File: src/rtl/snake_pkg.sv
// Shared screen geometry, colour and arbiter state types for the snake game datapath.
package snake_pkg;

  localparam int unsigned DEF_SCR_W = 160;
  localparam int unsigned DEF_SCR_H = 120;
  localparam int unsigned X_W       = 8;
  localparam int unsigned Y_W       = 7;
  localparam int unsigned COLOUR_W  = 3;

  typedef logic [COLOUR_W-1:0] colour_t;

  localparam colour_t BLACK = 3'b000;
  localparam colour_t RED   = 3'b100;
  localparam colour_t WHITE = 3'b111;

  typedef enum logic [1:0] {
    S_SERVE = 2'd0,
    S_CLEAR = 2'd1,
    S_DONE  = 2'd2
  } plot_state_e;

  typedef enum logic {
    REQ_SNAKE = 1'b0,
    REQ_FOOD  = 1'b1
  } req_e;

  typedef struct packed {
    logic [X_W-1:0] x;
    logic [Y_W-1:0] y;
    colour_t        colour;
  } pixel_t;

endpackage

File: src/rtl/screen_sweep_counter.sv
// Raster x/y counter for the full-screen clear; x runs fastest, wraps to origin after the last pixel.
// Only built when VGA_PLOT_CLEAR_EN is defined.
`ifdef VGA_PLOT_CLEAR_EN
module screen_sweep_counter
  import snake_pkg::*;
#(
  parameter int unsigned SCR_W = DEF_SCR_W,
  parameter int unsigned SCR_H = DEF_SCR_H
) (
  input  logic           clk,
  input  logic           reset,
  input  logic           start_i,
  input  logic           en_i,
  output logic [X_W-1:0] x_o,
  output logic [Y_W-1:0] y_o,
  output logic           last_o
);

  localparam logic [X_W-1:0] X_MAX = X_W'(SCR_W - 1);
  localparam logic [Y_W-1:0] Y_MAX = Y_W'(SCR_H - 1);

  logic [X_W-1:0] x_q, x_d;
  logic [Y_W-1:0] y_q, y_d;
  logic           row_end;

  always_comb begin
    x_d     = x_q;
    y_d     = y_q;
    row_end = (x_q == X_MAX);
    if (start_i) begin
      x_d = '0;
      y_d = '0;
    end else if (en_i) begin
      if (row_end) begin
        x_d = '0;
        y_d = (y_q == Y_MAX) ? '0 : y_q + Y_W'(1);
      end else begin
        x_d = x_q + X_W'(1);
      end
    end
  end

  always_ff @(posedge clk) begin
    if (reset) begin
      x_q <= '0;
      y_q <= '0;
    end else begin
      x_q <= x_d;
      y_q <= y_d;
    end
  end

  assign x_o    = x_q;
  assign y_o    = y_q;
  assign last_o = row_end && (y_q == Y_MAX);

endmodule
`endif

File: src/rtl/vga_plot_arbiter.sv
// Round-robin arbiter for the VGA adapter write port between snake and food requesters,
// with an optional full-screen clear sweep enabled by VGA_PLOT_CLEAR_EN.
module vga_plot_arbiter
  import snake_pkg::*;
#(
  parameter int unsigned SCR_W     = DEF_SCR_W,
  parameter int unsigned SCR_H     = DEF_SCR_H,
  parameter colour_t     BG_COLOUR = BLACK
) (
  input  logic           clk,
  input  logic           reset,
  input  logic           snake_valid,
  input  logic [X_W-1:0] snake_x,
  input  logic [Y_W-1:0] snake_y,
  input  colour_t        snake_colour,
  output logic           snake_ready,
  input  logic           food_valid,
  input  logic [X_W-1:0] food_x,
  input  logic [Y_W-1:0] food_y,
  input  colour_t        food_colour,
  output logic           food_ready,
  input  logic           clear_req,
  output logic           clear_busy,
  output logic           clear_done,
  output logic           oob,
  output logic           plot,
  output logic [X_W-1:0] x,
  output logic [Y_W-1:0] y,
  output colour_t        colour
);

  req_e           rr_last_q, rr_last_d;
  logic           serve;
  logic           sweep_issue;
  logic [X_W-1:0] sw_x;
  logic [Y_W-1:0] sw_y;

  pixel_t         sel_px;
  logic           in_range;
  logic           plot_q, plot_d;
  logic           oob_q, oob_d;
  logic [X_W-1:0] x_q, x_d;
  logic [Y_W-1:0] y_q, y_d;
  colour_t        colour_q, colour_d;

`ifdef VGA_PLOT_CLEAR_EN
  plot_state_e state_q, state_d;
  logic        sweep_end_q, sweep_end_d;
  logic        sw_start, sw_last;
  logic        clear_busy_q, clear_busy_d;
  logic        clear_done_q, clear_done_d;

  screen_sweep_counter #(
    .SCR_W (SCR_W),
    .SCR_H (SCR_H)
  ) u_sweep (
    .clk     (clk),
    .reset   (reset),
    .start_i (sw_start),
    .en_i    (sweep_issue),
    .x_o     (sw_x),
    .y_o     (sw_y),
    .last_o  (sw_last)
  );

  // The first sweep pixel is issued in the clear_req cycle so it reaches the adapter one cycle later.
  always_comb begin
    state_d      = state_q;
    sweep_issue  = 1'b0;
    sw_start     = 1'b0;
    serve        = 1'b0;
    case (state_q)
      S_SERVE: begin
        if (clear_req) begin
          state_d     = S_CLEAR;
          sweep_issue = 1'b1;
        end else begin
          serve = 1'b1;
        end
      end
      S_CLEAR: begin
        if (sweep_end_q) state_d = S_DONE;
        else             sweep_issue = 1'b1;
      end
      S_DONE: begin
        state_d  = S_SERVE;
        sw_start = 1'b1;
      end
      default: state_d = S_SERVE;
    endcase
    sweep_end_d  = sweep_issue && sw_last;
    clear_busy_d = (state_d == S_CLEAR);
    clear_done_d = (state_d == S_DONE);
  end

  always_ff @(posedge clk) begin
    if (reset) begin
      state_q      <= S_SERVE;
      sweep_end_q  <= 1'b0;
      clear_busy_q <= 1'b0;
      clear_done_q <= 1'b0;
    end else begin
      state_q      <= state_d;
      sweep_end_q  <= sweep_end_d;
      clear_busy_q <= clear_busy_d;
      clear_done_q <= clear_done_d;
    end
  end

  assign clear_busy = clear_busy_q;
  assign clear_done = clear_done_q;
`else
  logic unused_clear_req;

  assign unused_clear_req = clear_req;
  assign serve            = 1'b1;
  assign sweep_issue      = 1'b0;
  assign sw_x             = '0;
  assign sw_y             = '0;
  assign clear_busy       = 1'b0;
  assign clear_done       = 1'b0;
`endif

  // Single requester is granted directly; on contention the one not served last wins.
  always_comb begin
    snake_ready = 1'b0;
    food_ready  = 1'b0;
    rr_last_d   = rr_last_q;
    if (serve) begin
      if (snake_valid && food_valid) begin
        if (rr_last_q == REQ_SNAKE) begin
          food_ready = 1'b1;
          rr_last_d  = REQ_FOOD;
        end else begin
          snake_ready = 1'b1;
          rr_last_d   = REQ_SNAKE;
        end
      end else begin
        snake_ready = snake_valid;
        food_ready  = food_valid;
      end
    end
  end

  always_comb begin
    sel_px   = food_ready ? pixel_t'{food_x, food_y, food_colour}
                          : pixel_t'{snake_x, snake_y, snake_colour};
    in_range = (32'(sel_px.x) < SCR_W) && (32'(sel_px.y) < SCR_H);
    plot_d   = 1'b0;
    oob_d    = 1'b0;
    x_d      = x_q;
    y_d      = y_q;
    colour_d = colour_q;
    if (sweep_issue) begin
      plot_d   = 1'b1;
      x_d      = sw_x;
      y_d      = sw_y;
      colour_d = BG_COLOUR;
    end else if (snake_ready || food_ready) begin
      // Out-of-range pixels are consumed and registered but never written.
      plot_d   = in_range;
      oob_d    = !in_range;
      x_d      = sel_px.x;
      y_d      = sel_px.y;
      colour_d = sel_px.colour;
    end
  end

  always_ff @(posedge clk) begin
    if (reset) begin
      rr_last_q <= REQ_SNAKE;
      plot_q    <= 1'b0;
      oob_q     <= 1'b0;
      x_q       <= '0;
      y_q       <= '0;
      colour_q  <= '0;
    end else begin
      rr_last_q <= rr_last_d;
      plot_q    <= plot_d;
      oob_q     <= oob_d;
      x_q       <= x_d;
      y_q       <= y_d;
      colour_q  <= colour_d;
    end
  end

  assign plot   = plot_q;
  assign oob    = oob_q;
  assign x      = x_q;
  assign y      = y_q;
  assign colour = colour_q;

endmodule

File: config.mk
export PLATFORM = sky130hd
export DESIGN_NAME = vga_plot_arbiter
export DESIGN_NICKNAME = d
export VERILOG_FILES = /design/src/rtl/snake_pkg.sv /design/src/rtl/screen_sweep_counter.sv /design/src/rtl/vga_plot_arbiter.sv
export SDC_FILE = /design/constraint.sdc
export NUM_CORES = 1
export LEC_CHECK = 0
export CAP_MARGIN = 0
export CORE_ASPECT_RATIO = 1.1
export CORE_MARGIN = 2
export CORE_UTILIZATION = 36
export CTS_CLUSTER_SIZE = 16
export DETAILED_ROUTE_END_ITERATION = 12
export PLACE_DENSITY_LB_ADDON = 0.05
export RECOVER_POWER = 25
export SYNTH_ARGS = -nofsm -noshare
export SYNTH_HDL_FRONTEND = slang
export SYNTH_SLANG_ARGS = --single-unit
File: constraint.sdc
create_clock -name clk -period 3.45 [get_ports clk]
set_input_delay 0.5175 -clock clk [delete_from_list [all_inputs] [get_ports clk]]
set_output_delay 0.5175 -clock clk [all_outputs]
set_load 0.05 [all_outputs]
==> metrics.yaml, run 1 <==
power:
  clkPwrFrac: 0.201
  ir_drop_v: 0.0002718
  combPwrFrac: 0.344
  p_sw_frac: 0.3379
  p_sw_uw: 201.9
  cellLeakagePower_uw: 0.0006089
  power_frac_seq: 0.455
  power_density_nw_per_um2: 394.1
  intPower_uw: 395.7
die:
  start_util: 0.3845
  die_w_um: 51.23
  die_y_um: 55.96
  core-area_um2: 2297
  ioPinCount: 65
  num_rows: 18
  die_area_um2: 2867
synthesis:
  synth_top_cell_by_area: "dfxtp_1"
  synth_top_area_frac: 0.4759
  synthMuxAreaShare: 0
  synth-simple-area-share: 0.2096
  synthAdderAreaFrac: 0
  ys_top_cells_by_area: "dfxtp_1, a221o_1, and2_1, buf_6, buf_4"
  yosysUniqueCellTypes: 21
  ys_seq_area_frac: 0.4759
  synth_warnings: 0
  synth-xor-area-share: 0.009915
  synthCells: 84
  synth_top_family_by_area: "compound AO/OA/AOI/OAI gates"
  ys_ff_latch: 21
  synth_compound_area_frac: 0.2436
  syn_area_per_cell_um2: 10.52
  syn_area_um2: 883.3
grt:
  grt_antenna_before_repair: 0
  grt_max_degree: 20
  grt_usage: 0.1807
  grt_pass1_wl_um: 3981
  grt_pass1_vias: 863
  overflow: 0
timing:
  holdWs_ns: 0.5630
  slew_headroom: 0.3395
  final.min_clock_period_ns: 2.878
  worst_pin_slew_ns: 0.9902
  fmax_mhz: 347.4
  finalCritPeriodShare: 0.8343
  rsz0062_at_grt: "no"
  setup_viol: 0
  finClkSkew_ns: 0.006271
  finalHoldViolCount: 0
  slew_viol_final: 0
  finalSetupTns_ns: 0
final_layout:
  area_growth_pct: 71.67
  final_cell_mix: "clkdlybuf4s50_1, dfxtp_1, and2_1, a221o_1, dlygate4sd3_1"
  drive_gt1_frac: 0.04167
  antenna_cells: 0
  final_common_cell: "clkdlybuf4s50_1"
  layout.nets: 186
  nFillCells: 207
setup_path:
  cp-start-kind: "input pin"
  crit_arrival_ns: 2.36
  cp_slowest_cell: "clkdlybuf4s50_1"
  cp_cell_sequence: "dlygate4sd3_1 -> a21boi_0 -> clkdlybuf4s50_1"
  crit_fanout: 5
  cp-end-kind: "primary output"
  path_delay_family: "buffers and inverters"
  slowest_delay_ns: 0.89
  cp.required_ns: 2.93
  critPathBufInv: 2
  crit_type: "input pin to primary output"
clock_network:
  cts-buffers-inserted: 3
  post-cts-setup-buffer-count: 0
  h-tree-depth: 1
  cts_tree: "built"
  clockRootBuffer: "clkbuf_4"
  clkSlewWorstSetupHoldPaths_ns: 0.11
  cts_buffer_depth: 2
  cts_resized: 0
  cts.sinks: 21
  cts_hold_buffers: 0
  clock_latency_ns: 0.31
routing:
  routed_wl_um: 2459
  drtPass1Iterations: 4
  postRouteAntennaNets: 0
  post_drt_via_cell_ratio: 5.046
  wl_per_cell_um: 14.13
  drt_iter0_markers: 15
  vias: 878
  drt_drc_violations_left: 0
job:
  cap_violations: 0
placement:
  dp_hpwl_um: 1816
  portBuffers: 61
  place.gp.congestion: 0.7899
min_path:
  hp-class: "flip-flop to flip-flop"
status:
  status: "finished clean"
kinds of logic after synthesis:
kind of cell	Yosys count
DFF	21
xor gates and xnor gates	1
buffers and inverters	7
AOI/OAI and AO/OA	23
other	1
and+or+nand+nor	31
power groups by stage:
stage	combinational, µW	clock (µW)	sequential [µW]
2_1_floorplan	49.8	0	344
3_3_place_gp	207	0	277
3_5_place_dp	209	0	278
4_1_cts	210	126	273
5_1_grt	216	135	274
6_report	206	120	272
worst min-delay path: stages, from the launching register on:
cell and delay (ns):
dfxtp_1 0.38, xor2_1 0.08, nor2_1 0.07
metal layers:
layer | track usage | wire length, µm
met3 | 0.06720 | 187
met4 | 0.03759 | 19
met1 | 0.2131 | 1019
met2 | 0.3098 | 1232
met5 | 0 | 0
area by class of cell:
cell class,count,area [µm²],area share
Timing Repair Buffer,61,610.6,0.4026
Sequential cell,21,420.4,0.2772
Multi-Input combinational cell,57,416.7,0.2748
Tap cell,30,37.54,0.02475
Clock buffer,3,22.52,0.01485
Clock inverter,1,5.005,0.003300
Inverter,1,3.754,0.002475
path summary, 6_finish.rpt:
kind	to	startpoint	depth (start not counted)	slack (ns)
max	food_ready	snake_valid	3	0.57
min	rr_last_q	rr_last_q	2	0.56
max reg2reg	x[3]	rr_last_q	3	1.61
min reg2reg	rr_last_q	rr_last_q	2	0.56
registers in the layout, summed over array words and instances (netlist names):
register	count
oob	1
y	7
plot	1
colour	3
rr_last_q	1
x	8
through the flow:
| stage | std cells | instance area [µm²] | utilization | setup slack, ns | power, µW |
|---|---|---|---|---|---|
| floorplan | 85 | 887.1 | - | 1.420 | 394.1 |
| global route | 174 | 1516 | 0.6601 | 0.5283 | 626.0 |
| finish | 174 | 1516 | 0.6601 | 0.5718 | 597.6 |
| global placement | 170 | 1489 | 0.6481 | 0.8328 | 483.3 |
| CTS | 174 | 1516 | 0.6601 | 0.7293 | 607.9 |
| detailed placement | 170 | 1489 | 0.6481 | 0.7325 | 486.2 |
synthesized netlist by cell type:
| cell | number |
|---|---|
| dfxtp_1 | 21 |
| and2_1 | 19 |
| a221o_1 | 18 |
| nand2_1 | 4 |
| buf_4 | 2 |
| buf_6 | 2 |
| nand4_1 | 2 |
| nor2b_1 | 2 |
| o21ai_0 | 2 |
| a21boi_1 | 1 |
| a22o_1 | 1 |
| buf_2 | 1 |
| clkbuf_1 | 1 |
| conb_1 | 1 |
| inv_1 | 1 |
| nand2b_1 | 1 |
| nor2_1 | 1 |
| nor2_2 | 1 |
| nor3_2 | 1 |
| o32ai_1 | 1 |
| xor2_1 | 1 |
Power figures use the tool's default switching activity.
==> inputs of run 2 (changes only) <==
Settings changed: CORE_UTILIZATION 36 to 30.
Clock period 3.45 ns to 2.5 ns, I/O delays scaled along.
==> metrics.yaml, run 2 (synthesis gave the netlist of run 1 again) <==
power:
  combPwrFrac: 0.348  # was 0.344
  intPower_uw: 553.1  # was 395.7 µW
  clkPwrFrac: 0.200  # was 0.201
  power_uw: 829.9  # was 597.6 µW
  p_sw_uw: 276.8  # was 201.9 µW
  p_sw_frac: 0.3335  # was 0.3379
  ir_drop_v: 0.0002794  # was 0.0002718 V
  power_frac_seq: 0.452  # was 0.455
  power_density_nw_per_um2: 542.8  # was 394.1 nW/µm²
  cellLeakagePower_uw: 0.0006008  # was 0.0006089 µW
grt:
  overflow: 0  # unchanged
  grt_pass1_wl_um: 3822  # was 3981 µm
  grt_usage: 0.1451  # was 0.1807
  grt_antenna_before_repair: 0  # unchanged
  grt_pass1_vias: 870  # was 863
  grt_max_degree: 20  # unchanged
clock_network:
  clockRootBuffer: "clkbuf_4"  # unchanged
  h-tree-depth: 1  # unchanged
  clkSlewWorstSetupHoldPaths_ns: 0.12  # was 0.11 ns
  cts_hold_buffers: 0  # unchanged
  clock_latency_ns: 0.30  # was 0.31 ns
  cts_buffer_depth: 2  # unchanged
  cts_resized: 0  # unchanged
  cts.sinks: 21  # unchanged
  cts_tree: "built"  # unchanged
  post-cts-setup-buffer-count: 0  # unchanged
  cts-buffers-inserted: 3  # unchanged
die:
  core-area_um2: 2778  # was 2297 µm²
  die_area_um2: 3395  # was 2867 µm²
  start_util: 0.3180  # was 0.3845
  num_rows: 20  # was 18
  die_w_um: 55.74  # was 51.23 µm
  die_y_um: 60.91  # was 55.96 µm
  ioPinCount: 65  # unchanged
setup_path:
  cp_cell_sequence: "dlygate4sd3_1 -> a21boi_0 -> buf_4"  # was dlygate4sd3_1 -> a21boi_0 -> clkdlybuf4s50_1
  rr_worst_depth: 3  # unchanged
  cp-start-kind: "input pin"  # unchanged
  cp_slowest_cell: "dlygate4sd3_1"  # was clkdlybuf4s50_1
  crit_arrival_ns: 1.62  # was 2.36 ns
  slowest_delay_ns: 0.61  # was 0.89 ns
  crit_type: "input pin to primary output"  # unchanged
  crit_fanout: 5  # unchanged
  cp-end-kind: "primary output"  # unchanged
  cp.required_ns: 2.12  # was 2.93 ns
min_path:
  hp-class: "flip-flop to flip-flop"  # unchanged
  hold-path-cell-count: 2  # unchanged
placement:
  dp_hpwl_um: 1785  # was 1816 µm
  dp_cells: 175  # was 170
  portBuffers: 61  # unchanged
  place.gp.congestion: 0.8286  # was 0.7899
final_layout:
  final_common_cell: "clkdlybuf4s50_1"  # unchanged
  drive_gt1_frac: 0.06164  # was 0.04167
  antenna_cells: 0  # unchanged
  fin_cells: 179  # was 174
  layout.nets: 188  # was 186
  nFillCells: 276  # was 207
  final_cell_mix: "clkdlybuf4s50_1, dfxtp_1, a221o_1"  # was clkdlybuf4s50_1, dfxtp_1, and2_1, a221o_1, dlygate4sd3_1
  area_growth_pct: 73.09  # was 71.67%
  largest_reg_flops: 8  # unchanged
timing:
  finalHoldViolCount: 0  # unchanged
  finClkSkew_ns: 0.0007123  # was 0.006271 ns
  rsz0062_at_grt: "no"  # unchanged
  finalSetupTns_ns: 0  # unchanged
  finalCritPeriodShare: 0.7966
  final.min_clock_period_ns: 1.991
  fmax_mhz: 502.2
  slew_headroom: 0.3977  # was 0.3395
  worst_pin_slew_ns: 0.8986  # was 0.9902 ns
  setup_viol: 0  # unchanged
  slew_viol_final: 0  # unchanged
status:
  status: "finished clean"  # unchanged
job:
  cap_violations: 0  # unchanged
routing:
  post_drt_via_cell_ratio: 4.855  # was 5.046
  drtPass1Iterations: 4  # unchanged
  postRouteAntennaNets: 0  # unchanged
  wl_per_cell_um: 13.47  # was 14.13 µm
  drt_iter0_markers: 23  # was 15
  drt_drc_violations_left: 0  # unchanged
  vias: 869  # was 878
  routed_wl_um: 2411  # was 2459 µm
==> run 2: worst paths after layout <==
path / to / slack [ns] / from
max: food_ready / 0.51 / snake_valid
min: rr_last_q / 0.57 / rr_last_q
max reg2reg: y[5] / 1.08 / rr_last_q
min reg2reg: rr_last_q / 0.57 / rr_last_q
==> run 2: through the flow <==
step | cell area, µm² | util | setup slack, ns | hold WS (ns)
after floorplan | 887.1 | - | 0.6128 | 0.4474
after global placement | 1503 | 0.5410 | 0.4084 | 0.5303
after detailed placement | 1503 | 0.5410 | 0.4162 | 0.5405
after CTS | 1529 | 0.5505 | 0.6476 | 0.5770
after global routing | 1529 | 0.5505 | 0.4474 | 0.6054
final | 1529 | 0.5505 | 0.5086 | 0.5693
==> run 2: area by class of cell <==
cell class / count / area [µm²] / share of cell area
tap: 33 / 41.29 / 0.02700
timing repair buffer: 63 / 620.6 / 0.4059
sequential: 21 / 420.4 / 0.2750
multi-input combinational: 57 / 416.7 / 0.2725
inverter: 1 / 3.754 / 0.002455
clock buffer: 4 / 26.28 / 0.01718
==> run 2: critical path, delay by kind of cell <==
kind / cells / cell delay [ns]
buf+inv: 2 / 0.88
compound gates: 1 / 0.36
==> run 2: metal layers <==
metal | track usage | wire length [µm]
met2 | 0.2415 | 1071
met5 | 0 | 0
met4 | 0.06272 | 15
met1 | 0.1701 | 1078
met3 | 0.05544 | 245
==> run 2: power by group through the flow <==
| stage | Combinational (µW) | Sequential (µW) | Clock (µW) |
|---|---|---|---|
| floorplan | 68.8 | 475 | 0 |
| global placement | 289 | 382 | 0 |
| detailed placement | 290 | 383 | 0 |
| CTS | 292 | 376 | 174 |
| global route | 302 | 379 | 193 |
| finish | 289 | 375 | 166 |
==> inputs of run 3 (changes only) <==
Settings changed: CORE_UTILIZATION 30 to 33.
Clock period 2.5 ns to 1.9 ns, I/O delays scaled along.
==> metrics.yaml, run 3 (synthesis gave the netlist of run 1 again) <==
status:
  status: "finished clean"  # unchanged
setup_path:
  cp_cell_sequence: "clkdlybuf4s50_1"  # was dlygate4sd3_1 -> a21boi_0 -> buf_4
  rr_startpoint: "rr_last_q"  # unchanged
  path_delay_family: "buffers and inverters"  # unchanged
  rr_worst_depth: 3  # unchanged
  crit_start: "x[5]"  # was snake_valid
  rrSetupSlack_ns: 0.49  # was 1.08 ns
  critPathBufInv: 1  # was 2
  slowest_delay_ns: 0.81  # was 0.61 ns
  cp-start-kind: "flip-flop"  # was input pin
  cp_slowest_cell: "clkdlybuf4s50_1"  # was dlygate4sd3_1
  worstReg2RegEnd: "x[4]"  # was y[5]
  crit_arrival_ns: 1.49  # was 1.62 ns
  cp-end-kind: "primary output"  # unchanged
  crit_type: "flip-flop to primary output"  # was input pin to primary output
  cp.required_ns: 1.62  # was 2.12 ns
  crit_fanout: 2  # was 5
die:
  die_w_um: 53.33  # was 55.74 µm
  die_area_um2: 3107  # was 3395 µm²
  num_rows: 19  # was 20
  start_util: 0.3505  # was 0.3180
  ioPinCount: 65  # unchanged
  die_y_um: 58.27  # was 60.91 µm
  core-area_um2: 2520  # was 2778 µm²
timing:
  rsz0062_at_grt: "no"  # unchanged
  finalHoldViolCount: 0  # unchanged
  slew_headroom: 0.3906  # was 0.3977
  setup_ws_ns: 0.1294  # was 0.5086 ns
  finalCritPeriodShare: 0.9319
  fmax_mhz: 564.8
  final.min_clock_period_ns: 1.771
  worst_pin_slew_ns: 0.9091  # was 0.8986 ns
  finClkSkew_ns: 0.001687  # was 0.0007123 ns
  slew_viol_final: 0  # unchanged
  setup_viol: 0  # unchanged
routing:
  postRouteAntennaNets: 0  # unchanged
  drt_iter0_markers: 16  # was 23
  drt_drc_violations_left: 0  # unchanged
  routed_wl_um: 2558  # was 2411 µm
  wl_per_cell_um: 14.29  # was 13.47 µm
  post_drt_via_cell_ratio: 4.983  # was 4.855
  vias: 892  # was 869
  drtPass1Iterations: 4  # unchanged
min_path:
  hp-class: "flip-flop to flip-flop"  # unchanged
  min_to: "rr_last_q"  # unchanged
  hold-path-cell-count: 2  # unchanged
  holdCritStartpoint: "rr_last_q"  # unchanged
clock_network:
  cts_buffer_depth: 2  # unchanged
  clkSlewWorstSetupHoldPaths_ns: 0.12  # about the same
  post-cts-setup-buffer-count: 0  # unchanged
  cts-buffers-inserted: 3  # unchanged
  cts.sinks: 21  # unchanged
  clock_latency_ns: 0.30  # about the same
  h-tree-depth: 1  # unchanged
  cts_tree: "built"  # unchanged
  cts_hold_buffers: 0  # unchanged
  cts_resized: 0  # unchanged
  clockRootBuffer: "clkbuf_4"  # unchanged
grt:
  grt_max_degree: 20  # unchanged
  grt_usage: 0.1756  # was 0.1451
  overflow: 0  # unchanged
  grt_antenna_before_repair: 0  # unchanged
  grt_pass1_wl_um: 4002  # was 3822 µm
  grt_pass1_vias: 922  # was 870
power:
  ir_drop_v: 0.0003704  # was 0.0002794 V
  power_density_nw_per_um2: 711.5  # was 542.8 nW/µm²
  cellLeakagePower_uw: 0.0006111  # was 0.0006008 µW
final_layout:
  final_cell_area_um2: 1549  # was 1529 µm²
  area_growth_pct: 75.35  # was 73.09%
  nFillCells: 224  # was 276
  layout.nets: 190  # was 188
  final_cell_mix: "clkdlybuf4s50_1, dfxtp_1, a221o_1"  # unchanged
  antenna_cells: 0  # unchanged
  final_common_cell: "clkdlybuf4s50_1"  # unchanged
  drive_gt1_frac: 0.07432  # was 0.06164
  largest_reg_flops: 8  # unchanged
placement:
  pre_cts_slack_ns: -0.08293  # was 0.4162 ns
  dp_hpwl_um: 1934  # was 1785 µm
  portBuffers: 61  # unchanged
  placed_cell_area_um2: 1540  # was 1503 µm²
  place.gp.congestion: 0.7099  # was 0.8286
job:
  cap_violations: 0  # unchanged
==> run 3: worst max path at each step <==
stage	to	slack, ns	cells after the start
global placement	y[6]	-0.09	4
floorplan	colour[0]	0.10	5
CTS	x[5]	0.11	1
finish	x[5]	0.13	1
global route	x[5]	0.08	1
detailed placement	colour[1]	-0.08	4
==> run 3: final cells by class <==
| type | instances | area [µm²] | area share |
|---|---|---|---|
| timing repair buffer | 65 | 641.9 | 0.4144 |
| sequential | 21 | 420.4 | 0.2714 |
| multi-input combinational | 57 | 416.7 | 0.2690 |
| tap | 31 | 38.79 | 0.02504 |
| clock buffer | 3 | 22.52 | 0.01454 |
| clock inverter | 1 | 5.005 | 0.003231 |
| inverter | 1 | 3.754 | 0.002423 |
==> run 3: worst min-delay path, cell delays in order, from the launching register on <==
cell and delay (ns):
dfxtp_1 0.38, xor2_1 0.08, nor2_1 0.08
==> run 3: metrics by stage <==
step	cells	util	TNS, ns	hold slack, ns	power (µW)
after floorplan	85	-	0	0.3574	715.5
after global placement	175	0.6112	-1.497	0.5234	895.7
after detailed placement	175	0.6112	-1.206	0.5374	899.8
after CTS	179	0.6221	0	0.5568	1128
after global routing	179	0.6147	0	0.5773	1155
final	179	0.6147	0	0.5594	1102
==> run 3: metal layers <==
metal / vias to the layer above / part of all wire / GRT usage
li1: 440 / - / -
met1: 416 / 0.43 / 0.2177
met2: 34 / 0.50 / 0.2857
met3: 2 / 0.065 / 0.03351
met4: 0 / 0.0090 / 0.08791
met5: - / 0 / 0
==> run 3: report_power, final <==
part | internal [µW] | switching (µW) | total, µW | leakage (µW)
logic | 175 | 213 | 388 | 0.000419
clock network | 78.6 | 143 | 221 | 0.0000177
registers | 477 | 15.8 | 493 | 0.000174
total | 731 | 372 | 1100 | 0.000611
